==> src/rtl/hazard_stall_ctrl.sv <==
// Hazard stall controller: detects load-use and load-to-branch RAW hazards that
// forwarding cannot cover, drives PC/IF-ID hold, ID/EX bubbles and IF-ID flushes.
module hazard_stall_ctrl #(
  parameter int CNT_W = 16
) (
  input  logic             CLK,
  input  logic             RST,
  input  logic [4:0]       RsAddr_D,
  input  logic [4:0]       RtAddr_D,
  input  logic             UseRs_D,
  input  logic             UseRt_D,
  input  logic             Branch_D,
  input  logic             BranchTaken_D,
  input  logic             Jump_D,
  input  logic [4:0]       RegDstAddr_E,
  input  logic             RegWriteEN_E,
  input  logic             MemRead_E,
  input  logic [4:0]       RegDstAddr_M,
  input  logic             MemRead_M,
  output logic             STALL,
  output logic             PCWriteEN,
  output logic             IFIDWriteEN,
  output logic             IDEXFlush,
  output logic             IFIDFlush,
  output logic [CNT_W-1:0] StallCnt,
  output logic [CNT_W-1:0] FlushCnt
);

  typedef enum logic [0:0] {
    RUN  = 1'b0,
    HOLD = 1'b1
  } state_t;

  localparam logic [CNT_W-1:0] CNT_MAX  = {CNT_W{1'b1}};
  localparam logic [CNT_W-1:0] CNT_ZERO = {CNT_W{1'b0}};

  state_t           state_r;
  logic [CNT_W-1:0] stall_cnt_r;
  logic [CNT_W-1:0] flush_cnt_r;

  logic m_e_s;
  logic m_m_s;
  logic load_e_s;
  logic h2_s;
  logic h1_s;
  logic stall_s;
  logic redirect_s;
  logic flush_s;

  // Hazard detection and the raw stall/flush decisions, independent of reset.
  always_comb begin
    m_e_s      = 1'b0;
    m_m_s      = 1'b0;
    load_e_s   = 1'b0;
    h2_s       = 1'b0;
    h1_s       = 1'b0;
    stall_s    = 1'b0;
    redirect_s = 1'b0;
    flush_s    = 1'b0;

    m_e_s = (RegDstAddr_E != 5'd0) &&
            ((UseRs_D && (RsAddr_D == RegDstAddr_E)) ||
             (UseRt_D && (RtAddr_D == RegDstAddr_E)));
    m_m_s = (RegDstAddr_M != 5'd0) &&
            ((UseRs_D && (RsAddr_D == RegDstAddr_M)) ||
             (UseRt_D && (RtAddr_D == RegDstAddr_M)));
    load_e_s = MemRead_E && RegWriteEN_E;

    case (state_r)
      RUN: begin
        h2_s    = Branch_D && load_e_s && m_e_s;
        h1_s    = !h2_s && ((load_e_s && m_e_s) || (Branch_D && MemRead_M && m_m_s));
        stall_s = h2_s || h1_s;
      end
      // Second cycle of a load-to-branch stall: detection is masked.
      HOLD: begin
        stall_s = 1'b1;
      end
      default: begin
        stall_s = 1'b0;
      end
    endcase

    redirect_s = Jump_D || (Branch_D && BranchTaken_D);
    flush_s    = !stall_s && redirect_s;
  end

  // Output muxing; reset forces a safe pipeline-squash pattern.
  always_comb begin
    STALL       = 1'b0;
    PCWriteEN   = 1'b0;
    IFIDWriteEN = 1'b0;
    IDEXFlush   = 1'b1;
    IFIDFlush   = 1'b1;
    StallCnt    = CNT_ZERO;
    FlushCnt    = CNT_ZERO;
    if (RST) begin
      STALL       = 1'b0;
      PCWriteEN   = 1'b0;
      IFIDWriteEN = 1'b0;
      IDEXFlush   = 1'b1;
      IFIDFlush   = 1'b1;
      StallCnt    = CNT_ZERO;
      FlushCnt    = CNT_ZERO;
    end else begin
      STALL       = stall_s;
      PCWriteEN   = !stall_s;
      IFIDWriteEN = !stall_s;
      IDEXFlush   = stall_s;
      IFIDFlush   = flush_s;
      StallCnt    = stall_cnt_r;
      FlushCnt    = flush_cnt_r;
    end
  end

  // FSM state and saturating event counters.
  always_ff @(posedge CLK) begin
    if (RST) begin
      state_r     <= RUN;
      stall_cnt_r <= CNT_ZERO;
      flush_cnt_r <= CNT_ZERO;
    end else begin
      case (state_r)
        RUN:     state_r <= h2_s ? HOLD : RUN;
        HOLD:    state_r <= RUN;
        default: state_r <= RUN;
      endcase
      if (stall_s && (stall_cnt_r != CNT_MAX)) begin
        stall_cnt_r <= stall_cnt_r + {{(CNT_W-1){1'b0}}, 1'b1};
      end else begin
        stall_cnt_r <= stall_cnt_r;
      end
      if (flush_s && (flush_cnt_r != CNT_MAX)) begin
        flush_cnt_r <= flush_cnt_r + {{(CNT_W-1){1'b0}}, 1'b1};
      end else begin
        flush_cnt_r <= flush_cnt_r;
      end
    end
  end

endmodule

==> config.mk <==
export PLATFORM = sky130hd
export DESIGN_NAME = hazard_stall_ctrl
export DESIGN_NICKNAME = d
export VERILOG_FILES = /design/src/rtl/hazard_stall_ctrl.sv
export SDC_FILE = /design/constraint.sdc
export NUM_CORES = 1
export LEC_CHECK = 0
export CAP_MARGIN = 20
export CORE_MARGIN = 1
export CORE_UTILIZATION = 35
export DETAILED_ROUTE_END_ITERATION = 6
export GPL_ROUTABILITY_DRIVEN = 0
export PLACE_DENSITY = 0.65
export SYNTH_ARGS = -nofsm -noshare
export SYNTH_HDL_FRONTEND = slang
export SYNTH_SLANG_ARGS = --single-unit
==> constraint.sdc <==
create_clock -name CLK -period 2 [get_ports CLK]
set_input_delay 0.4 -clock CLK [delete_from_list [all_inputs] [get_ports CLK]]
set_output_delay 0.4 -clock CLK [all_outputs]
set_load 0.005 [all_outputs]
==> summary.md <==
| Metric | Value |
|---|---|
| Core area | `5960 µm²` |
| Rows | `28` |
| Yosys top cell area share | `0.303` |
| Worst skew pair latency | `0.29 ns` |
| Placed insts | `426` |
| Layout cells sized above 1 | `0.467` |
| Synth unique cells | `40` |
| Worst r2r dst | `stall_cnt_r[9]$_SDFFE_PP0P_` |
| CTS tree | `yes` |
| Met2 GRT Util | `0.378` |
| Worst min-delay path class | `flip-flop to flip-flop` |
| Hold Crit Depth | `3` |
| RR Startpoint | `stall_cnt_r[0]$_SDFFE_PP0P_` |
| Final min period | `2.23 ns` |
| Initial DRC count | `112` |
| GR Layer Usage met3 | `0.0573` |
| Sequential area share after synthesis | `0.303` |
| Worst Tran Pin Value | `0.722 ns` |
| Max-slew violation count | `0` |
| Worst-path clk slew | `0.07 ns` |
| Maximum VDD drop | `0.263 mV` |
| Antenna violations before repair | `0` |
| Final nets | `408` |
| Leak | `0.00153 µW` |
| Commonest non-fill, non-tap cell in the layout | `clkdlybuf4s50_1` |
| Final antenna-violating net count | `0` |
| Top post-synthesis cells by area | `dfxtp_1 (30%), mux2_2 (12%), nor2b_1 (9.2%), xor2_1 (6.4%), nor2_1 (5.9%)` |
| Startpoint Class | `input port` |
| Largest stage delay, worst path | `0.54 ns` |
| Worst clock skew | `0.00900 ns` |
| Post-synthesis register bit count | `33` |
| Die area | `6550 µm²` |
| Vias per cell | `5.24` |
| Cell type with the largest total area after synthesis | `dfxtp_1` |
| Hold path endpoint | `state_r$_SDFF_PP0_` |
| Syn_nets | `294` |
| Most used cell along the critical path | `buf_6` |
| WL/cell | `15.9 µm` |
| Vias in the first global route | `2340` |
| DRT Pass-1 Iters | `7` |
| Slew headroom | `0.517` |
| Die W | `80.9 µm` |
| Max clock buf depth | `2` |
| Ys Warns | `0` |
| Slowest stage cell, crit path | `or4_4` |
| Final Power | `1510 µW` |
| Post-Synthesis Cells | `262` |
| Most used routing layer | `met2` |
| Tcrit/Tclk final | `1.11` |
| P per Cell Area | `371 nW/µm²` |
| WP buf/inv | `3` |
| Via Count | `2369` |
| Initial Util | `0.366` |
| Final Worst Setup Slack | `-0.226 ns` |
| Max frequency | `0.449 GHz` |
| FF+latch area | `664 µm²` |
| DPL Wire Length | `4610 µm` |
| Mean post-synth cell area | `8.32 µm²` |
| I/O pin total | `67` |
| Largest net degree at the start of global routing | `21` |
| Post-route cell area | `4080 µm²` |
| PortBufs | `66` |
| Reg-to-reg slack, setup | `-0.10 ns` |
| Syn-to-layout area delta | `87.0%` |
| Final hold violation count | `0` |
| RSZ-0062 raised after global routing | `true` |
| WS Path Type | `input port to output port` |
| R2R cell count | `7` |
| Max-Cap Viols | `0` |
| First-pass GRT wire length | `10800 µm` |
| DRT Wirelength | `7190 µm` |
| Failing checks | `negative setup slack` |
| Crit end category | `output port` |
| Tot GR Track Use | `0.216` |
| Critical path's top delay family | `simple AND/OR/NAND/NOR gates` |
| Clock Sinks | `33` |
| Filler instances | `471` |
| Cell area after synthesis | `2180 µm²` |
| Final setup fails | `34` |
| Post-route insts no fill | `452` |
| H-tree Lvls | `2` |
| DRC | `0` |
| Gr ovfl total | `0` |
| Commonest non-fill, non-tap cells in the layout | `clkdlybuf4s50_1 (38), buf_4 (32), nor2b_1 (30), nor2_1 (30), dfxtp_1 (30)` |
| Antenna Cells | `0` |
| Status | `complete, but fails checks` |
| Critical Path Fanout Max | `2` |
| Multi-input logic area | `2030 µm²` |
| Num CTS Buffers | `5` |
| WP data arrival | `1.83 ns` |
| Root Driver | `clkbuf_8` |
| CP Cell Sequence | `buf_8, or4_4, o211ai_4, o221ai_2, nor2_2, buf_6, buf_6` |
| Die Y | `80.9 µm` |
| Post-Place Cell Area | `3240 µm²` |
| Met1 usage | `0.246` |
| Cts hold-fix bufs | `0` |
| Hold path start | `state_r$_SDFF_PP0_` |
| WP data required | `1.60 ns` |
==> state kept, by name, indices dropped and copies added, names as in the netlist <==
register,cells
flush_cnt_r,16
stall_cnt_r,16
state_r,1
==> how the worst max path moves through the flow <==
| stage | depth (start not counted) | endpoint | slack [ns] | start |
|---|---|---|---|---|
| 6_report | 7 | PCWriteEN | -0.23 | RegDstAddr_M[3] |
| 5_1_grt | 9 | IFIDFlush | -0.29 | RegDstAddr_M[1] |
| 4_1_cts | 7 | IFIDFlush | -0.22 | RegDstAddr_M[3] |
| 3_5_place_dp | 6 | PCWriteEN | -0.98 | RegDstAddr_E[2] |
| 3_3_place_gp | 9 | IDEXFlush | -0.96 | RegDstAddr_M[1] |
| 2_1_floorplan | 6 | flush_cnt_r[15]$_SDFFE_PP0P_ | -0.14 | RegDstAddr_E[1] |
==> per-layer routing <==
layer	up-vias	wire [µm]
met5	-	0
met4	0	99
met3	10	488
met2	77	3650
met1	1131	2950
li1	1151	-
==> final cells by class <==
cell class | count | share of cell area
timing repair buffer | 121 | 0.293
sequential | 33 | 0.163
tap | 75 | 0.0230
clock buffer | 6 | 0.0178
inverter | 4 | 0.00368
multi-input combinational | 211 | 0.497
clock inverter | 2 | 0.00245
==> cells in the mapped netlist, drive strengths merged <==
library cell / instances
or4: 5
nand2: 14
a21oi: 3
and4: 1
mux2: 26
o211ai: 2
and2: 2
o21bai: 2
o21ai: 5
nor4b: 1
or3: 1
buf: 8
nand3b: 1
and4bb: 1
nor3b: 1
a211oi: 1
nor2b: 32
a32oi: 2
a41oi: 1
nand3: 13
xnor2: 4
nor4: 12
nand4: 4
xor2: 16
nor2: 34
o221a: 1
o221ai: 1
nand2b: 1
ha: 2
nor3: 14
and3: 8
dfxtp: 33
inv: 4
clkbuf: 6
==> logic make-up (layout without fill, tap and decap cells) <==
group / Yosys count / after routing / synth area share
muxes: 26 / 26 / 0.134
AOI/OAI and AO/OA: 18 / 18 / 0.0660
buffers and inverters: 18 / 133 / 0.0447
xor gates and xnor gates: 20 / 20 / 0.0803
DFF: 33 / 33 / 0.303
and+or+nand+nor: 145 / 145 / 0.360
adders and majority gates: 2 / 2 / 0.0115
==> metrics by stage <==
| step | setup WS [ns] | hold slack [ns] | utilization | TNS (ns) |
|---|---|---|---|---|
| floorplan | -0.142 | 0.447 | - | -1.56 |
| global placement | -0.957 | 0.471 | 0.544 | -28.58 |
| detailed placement | -0.981 | 0.492 | 0.544 | -29.85 |
| CTS | -0.223 | 0.497 | 0.625 | -3.85 |
| global route | -0.291 | 0.524 | 0.685 | -6.09 |
| finish | -0.226 | 0.508 | 0.685 | -4.23 |
==> worst min-delay path, cell delays in order, from the launching register on <==
cell and delay (ns):
dfxtp_1 0.33, nor2_1 0.04, nand2_1 0.06, nor3_1 0.04
==> what timing repair did <==
action	in CTS	in global routing
gates resized for setup	172	59
pin swaps	32	24
setup endpoints to repair	37	37
gates cloned	1	2
setup buffers	9	6
==> where the power goes <==
group	internal (µW)	total, µW	leakage (µW)	switching (µW)
combinational	179	341	0.00122	162
clock	241	499	0.0000450	257
sequential	664	672	0.000267	8.15
Power figures use the tool's default switching activity.
